[config.mk]
export PLATFORM = sky130hd
export DESIGN_NAME = uart_frame_tx
export DESIGN_NICKNAME = d
export VERILOG_FILES = /design/src/rtl/uart_frame_pkg.sv /design/src/rtl/uart_tx_byte.sv /design/src/rtl/uart_frame_tx.sv
export SDC_FILE = /design/constraint.sdc
export NUM_CORES = 1
export LEC_CHECK = 0
export BUFFER_PORTS_ARGS = -buffer_cell sky130_fd_sc_hd__clkbuf_2
export CELL_PAD_IN_SITES_DETAIL_PLACEMENT = 1
export CELL_PAD_IN_SITES_GLOBAL_PLACEMENT = 1
export CORE_ASPECT_RATIO = 0.8
export CORE_UTILIZATION = 45
export CTS_CLUSTER_SIZE = 40
export DETAILED_ROUTE_END_ITERATION = 8
export HOLD_SLACK_MARGIN = 0.03
export PLACE_DENSITY = 0.85
export SLEW_MARGIN = 5
export SYNTH_ARGS = -nofsm -noshare
export SYNTH_HDL_FRONTEND = slang
export SYNTH_SLANG_ARGS = --single-unit
[constraint.sdc]
create_clock -name clk -period 1.95 [get_ports clk]
set_input_delay 0.195 -clock clk [delete_from_list [all_inputs] [get_ports clk]]
set_output_delay 0.195 -clock clk [all_outputs]
set_load 0.05 [all_outputs]
[src/rtl/uart_frame_pkg.sv]
// Shared framing constants, state type and byte-ordering helper for the
// frame transmitter and the receive-side parser.
package uart_frame_pkg;

  localparam logic [7:0] START_BYTE = 8'hF5;
  localparam logic [7:0] STOP_BYTE  = 8'hFA;
  localparam logic [7:0] DUMP_BYTE  = 8'hF6;

  localparam int unsigned WRITE_LEN = 6;
  localparam int unsigned DUMP_LEN  = 1;

  typedef enum logic {
    IDLE = 1'b0,
    SEND = 1'b1
  } frame_state_t;

  // Byte idx of a frame. Payload bytes carry at most six bits, so they can
  // never collide with the 0xF5/0xF6/0xFA markers.
  function automatic logic [7:0] frame_byte(input logic        dump,
                                            input logic [9:0]  addr,
                                            input logic [11:0] data,
                                            input logic [2:0]  idx);
    logic [7:0] b;
    b = STOP_BYTE;
    if (dump) begin
      b = DUMP_BYTE;
    end else begin
      case (idx)
        3'd0:    b = START_BYTE;
        3'd1:    b = {3'b000, addr[9:5]};
        3'd2:    b = {3'b000, addr[4:0]};
        3'd3:    b = {2'b00, data[11:6]};
        3'd4:    b = {2'b00, data[5:0]};
        default: b = STOP_BYTE;
      endcase
    end
    return b;
  endfunction

endpackage

[src/rtl/uart_tx_byte.sv]
// 8N1 byte serializer. A new byte may be started in the last cycle of the
// previous stop bit, so consecutive bytes run with no idle gap.
module uart_tx_byte #(
  parameter int unsigned DIV = 217
) (
  input  logic       clk,
  input  logic       rst_n,
  input  logic       start,
  input  logic [7:0] data,
  output logic       tx,
  output logic       ready,
  output logic       done
);

  localparam int unsigned          CNT_W    = (DIV > 1) ? $clog2(DIV) : 1;
  localparam logic [CNT_W-1:0]     CNT_LAST = CNT_W'(DIV - 1);

  logic             active_q;
  logic [CNT_W-1:0] cnt_q;
  logic [3:0]       bit_q;   // 0 = start, 1..8 = data, 9 = stop
  logic [7:0]       sh_q;
  logic             tx_q;
  logic             bit_end;

  assign bit_end = active_q && (cnt_q == CNT_LAST);
  assign done    = bit_end && (bit_q == 4'd9);
  assign ready   = !active_q || done;
  assign tx      = tx_q;

  // Bit timing, shift register and line driver.
  always_ff @(posedge clk or negedge rst_n) begin
    if (!rst_n) begin
      active_q <= 1'b0;
      cnt_q    <= '0;
      bit_q    <= '0;
      sh_q     <= '0;
      tx_q     <= 1'b1;
    end else if (start && ready) begin
      active_q <= 1'b1;
      cnt_q    <= '0;
      bit_q    <= '0;
      sh_q     <= data;
      tx_q     <= 1'b0;
    end else if (done) begin
      active_q <= 1'b0;
      cnt_q    <= '0;
      bit_q    <= '0;
      tx_q     <= 1'b1;
    end else if (bit_end) begin
      cnt_q <= '0;
      bit_q <= bit_q + 4'd1;
      if (bit_q == 4'd8) begin
        tx_q <= 1'b1;
      end else begin
        tx_q <= sh_q[0];
        sh_q <= {1'b0, sh_q[7:1]};
      end
    end else if (active_q) begin
      cnt_q <= cnt_q + 1'b1;
    end
  end

endmodule

[src/rtl/uart_frame_tx.sv]
// Frame transmitter: accepts write/dump requests and sequences the frame
// bytes through the byte serializer back to back.
module uart_frame_tx
  import uart_frame_pkg::*;
#(
  parameter int unsigned CLK_FREQ = 25000000,
  parameter int unsigned BAUD     = 115200
) (
  input  logic        clk,
  input  logic        rst_n,
  input  logic        req_valid,
  output logic        req_ready,
  input  logic        req_dump,
  input  logic [9:0]  req_addr,
  input  logic [11:0] req_data,
  output logic        tx,
  output logic        busy,
  output logic        frame_done
);

  localparam int unsigned DIV = CLK_FREQ / BAUD;

  frame_state_t state_q;
  logic         dump_q;
  logic [9:0]   addr_q;
  logic [11:0]  data_q;
  logic [2:0]   idx_q;
  logic         frame_done_q;

  logic         accept;
  logic         last_byte;
  logic [2:0]   next_idx;
  logic         byte_start;
  logic [7:0]   byte_data;
  logic         byte_ready;
  logic         byte_done;

  assign req_ready  = (state_q == IDLE);
  assign busy       = !req_ready;
  assign frame_done = frame_done_q;
  assign accept     = req_valid && req_ready;
  assign last_byte  = dump_q ? (idx_q == 3'(DUMP_LEN - 1))
                             : (idx_q == 3'(WRITE_LEN - 1));
  assign next_idx   = idx_q + 3'd1;

  // First byte comes straight from the request; later bytes from latched fields.
  always_comb begin
    byte_start = 1'b0;
    byte_data  = frame_byte(dump_q, addr_q, data_q, next_idx);
    if (accept) begin
      byte_start = byte_ready;
      byte_data  = frame_byte(req_dump, req_addr, req_data, 3'd0);
    end else if ((state_q == SEND) && byte_done && !last_byte) begin
      byte_start = 1'b1;
    end
  end

  // IDLE -> SEND -> IDLE sequencer; byte index advances only on stop-bit end.
  always_ff @(posedge clk or negedge rst_n) begin
    if (!rst_n) begin
      state_q      <= IDLE;
      dump_q       <= 1'b0;
      addr_q       <= '0;
      data_q       <= '0;
      idx_q        <= '0;
      frame_done_q <= 1'b0;
    end else begin
      frame_done_q <= 1'b0;
      case (state_q)
        IDLE: begin
          if (req_valid) begin
            state_q <= SEND;
            dump_q  <= req_dump;
            addr_q  <= req_addr;
            data_q  <= req_data;
            idx_q   <= '0;
          end
        end
        SEND: begin
          if (byte_done) begin
            if (last_byte) begin
              state_q      <= IDLE;
              frame_done_q <= 1'b1;
              idx_q        <= '0;
            end else begin
              idx_q <= next_idx;
            end
          end
        end
        default: state_q <= IDLE;
      endcase
    end
  end

  uart_tx_byte #(.DIV(DIV)) u_tx_byte (
    .clk   (clk),
    .rst_n (rst_n),
    .start (byte_start),
    .data  (byte_data),
    .tx    (tx),
    .ready (byte_ready),
    .done  (byte_done)
  );

endmodule

==> impl_results.md <==
* Run status: finished, violations left
* Failing checks: setup timing
* Comb pwr share at 16.6%
* Worst-Margin Slew at 644 ps
* TritonCTS Buffers at 5
* Syn Std Cell Area at 2700 um2
* Number of remaining DRC errors at 0
* # H-tree levels at 2
* CTS tree: yes
* Clock Latency Late Sink at 330 ps
* Area growth from synthesis to layout at 21.5%
* Final setup vio count at 1
* Fin. Hold Viols at 0
* Max cap viols at 0
* Reg power frac at 50.8%
* Clock Path Buffers at 2
* Root Driver: clkbuf_8
* Initial Utilization at 48.1%
* Ports at 30
* Number of vias per cell at 5.89
* Data required, critical path at 2170 ps
* Share of the synthesized area in the top cell type at 45.4%
* Nets at 379
* Vias in the first global route at 2,575
* PnR worst setup slack at -1.27 ps
* CTS Sinks at 50
* Reg2reg end: idx_q[0]
* Final instance area at 3280 um2
* IO buf count at 29
* Die Span Y at 71.3 um
* Syn Area/Cell at 9.26 um2
* Most common flop cell mapped by yosys: dfrtp_1
* DRT Wirelength at 8.30 mm
* Gr usage total at 28.4%
* Hold Crit Class: in2reg
* Antenna diode count at 0
* CP Class: reg2reg
* Flip-flop and latch count after synthesis at 50
* Static Leak at 1.59 nW
* Largest area contributor in the synthesized netlist: dfrtp_1
* Wirelength per Cell at 19.7 um
* Slew Limit Fails at 0
* Register area share after synthesis at 46.3%
* First-pass GRT wire length at 13.4 mm
* Routed Antenna Nets at 0
* Clock power frac at 32.6%
* Routability cong. at 0.869
* Synthesized net count at 329
* Core Footprint at 5620 um2
* Ys Warns at 0
* Max Clk Rate at 512 MHz
* Critical R2R Launch: u_tx_byte.cnt_q[0]
* Iteration-0 DRC Markers at 186
* Power per cell area at 708 nW/um2
* Leading post-synthesis cells by cell area: dfrtp_1, nand2_1, ha_1
* FF-to-FF setup slack at -1 ps
* Psw at 0.664 mW
* Worst Setup EP: idx_q[0]
* Int Power at 1.66 mW
* Final Cycle Share at 100%
* Worst-case reg-to-reg path depth at 7
* Crit path DAT at 2180 ps
* Vias post-DR at 2,478
* Die footprint at 6320 um2
* Die X at 88.6 um
* Crit path from: u_tx_byte.cnt_q[0]
* Remaining Overflow, GRT at 0
* Post-layout util at 58.5%
* VDD IR max at 0.322 mV
* Startpoint Class: flop
* RSZ-0062 raised after global routing: yes
* Worst clock skew at 11.4 ps
* Largest net degree at the start of global routing at 27
* Drt first pass iters at 6
* Hpwl dp at 5.59 mm
* Crit path max fanout at 4
* Clock-pin transition on the worst setup and hold timing paths at 100 ps
* Crit. End Element: flop
* Dpl ws at 12.4 ps
* Initial antenna violation count at 0
* Sw frac at 28.6%
* Synth async-reset ratio at 100%
* Synth cell types at 53
* Tot Pwr at 2.32 mW
* Crit path time final at 1950 ps
* EDFF count, synth at 0
* DP Area at 3070 um2
* Worst slew margin at 57.1%
* Layout cells sized above 1 at 24.5%
* Syn Inst Count at 292
* Row count at 24
[worst min-delay path by stage]
stage	startpoint	end	slack, ps	cells after the start
floorplan	rst_n	addr_q[0]	-100	0
global placement	rst_n	frame_done	240	1
detailed placement	rst_n	frame_done	250	1
CTS	req_data[5]	data_q[5]	50	3
global route	req_data[0]	data_q[0]	50	3
finish	req_data[5]	data_q[5]	50	3
[registers in the layout (all words and copies together) (netlist names)]
signal / cells
u_tx_byte.cnt_q: 8
idx_q: 3
u_tx_byte.tx: 1
frame_done: 1
data_q: 12
u_tx_byte.bit_q: 4
u_tx_byte.active_q: 1
addr_q: 10
u_tx_byte.sh_q: 8
busy: 1
dump_q: 1
[stage by stage]
step | hold WS, ps | TNS, ps | instances
floorplan | -101 | 0 | 292
CTS | 51.7 | -5.77 | 417
finish | 50.0 | -1.27 | 421
global route | 54.6 | -288 | 421
global placement | 242 | 0 | 408
detailed placement | 247 | 0 | 408
[cell usage in the layout (no fill, tap or decap), types with 2 or more instances in the layout]
cell,n
a21oi_1,14
dfrtp_1,46
o21ai_0,11
and3_1,3
clkbuf_8,5
o2111ai_1,2
inv_1,9
and3b_1,3
nand2b_1,6
ha_1,8
and4_1,2
nand3b_1,3
o31ai_4,2
o21ai_1,2
or3_1,6
buf_4,24
xor2_1,5
o211ai_1,4
nor3_1,4
ha_4,2
nor2_1,10
clkbuf_2,29
inv_2,2
dfrtp_2,3
nand4_1,5
nand2_1,75
mux2i_1,8
a222oi_1,5
o22ai_1,2
nand3_1,7
a31oi_1,4
[routing by layer]
layer  up-vias  part of all wire [%]  track usage [%]
met1      1246                    45             40.4
met2        90                    47             44.5
met5         -                     0                0
li1       1129                     -                -
met4         0                   1.4             7.17
met3        13                   6.1             5.76
[critical path, stage by stage, from the launching register on]
cell      delay [ps]
dfrtp_1          420
inv_1             90
ha_1             190
and4bb_2         320
buf_4            150
nand3_1          110
or4_1            430
o21ai_1          150
[synth_stat cells (2+ instances only)]
cell       count
nor3_1         5
and3b_1        3
nor2b_1        2
buf_2          5
clkbuf_1       4
buf_1          2
and4_1         2
nand2_1       75
nand2b_1       6
nand3_1        7
a222oi_1       5
dfrtp_1       49
o211ai_1       4
ha_1          11
o2111ai_1      2
and3_1         3
mux2i_1        8
nand4_1        5
a21oi_1       14
xor2_1         5
nor2_1        10
o22ai_1        2
a31oi_1        5
nand3b_1       3
o21ai_0       12
inv_1         11
or3_1          6
[logic make-up after synthesis]
family / Yosys count / synth area share [%]
DFF: 50 / 46.3
AOI/OAI and AO/OA: 59 / 15.8
and+or+nand+nor: 135 / 24.3
xor gates and xnor gates: 6 / 1.94
buffers and inverters: 23 / 3.56
muxes: 8 / 2.96
adders and majority gates: 11 / 5.09
[final cells by class]
class                           instances  area (um2)
Clock buffer                            6        72.6
Clock inverter                          2        37.5
Fill cell                             671        2330
Inverter                               11        41.3
Multi-Input combinational cell        219        1420
Sequential cell                        50        1260
Tap cell                               78        97.6
Timing Repair Buffer                   55         355
[power groups by stage]
stage          logic (mW)  registers [mW]  clock network, mW
2_1_floorplan       0.210            1.17                  0
6_report            0.385            1.18              0.758
3_3_place_gp        0.325            1.19                  0
4_1_cts             0.360            1.18              0.772
5_1_grt             0.423            1.19              0.810
3_5_place_dp        0.339            1.19                  0
[repair_timing]
item	CTS	global route
resized for setup	9	8
hold buffers	1	0
buffers inserted	0	4
gates cloned	0	0
endpoints found under the hold margin	24	0
pin swaps	1	4
endpoints found under the setup margin	9	13
(Power assumes the default switching activity.)
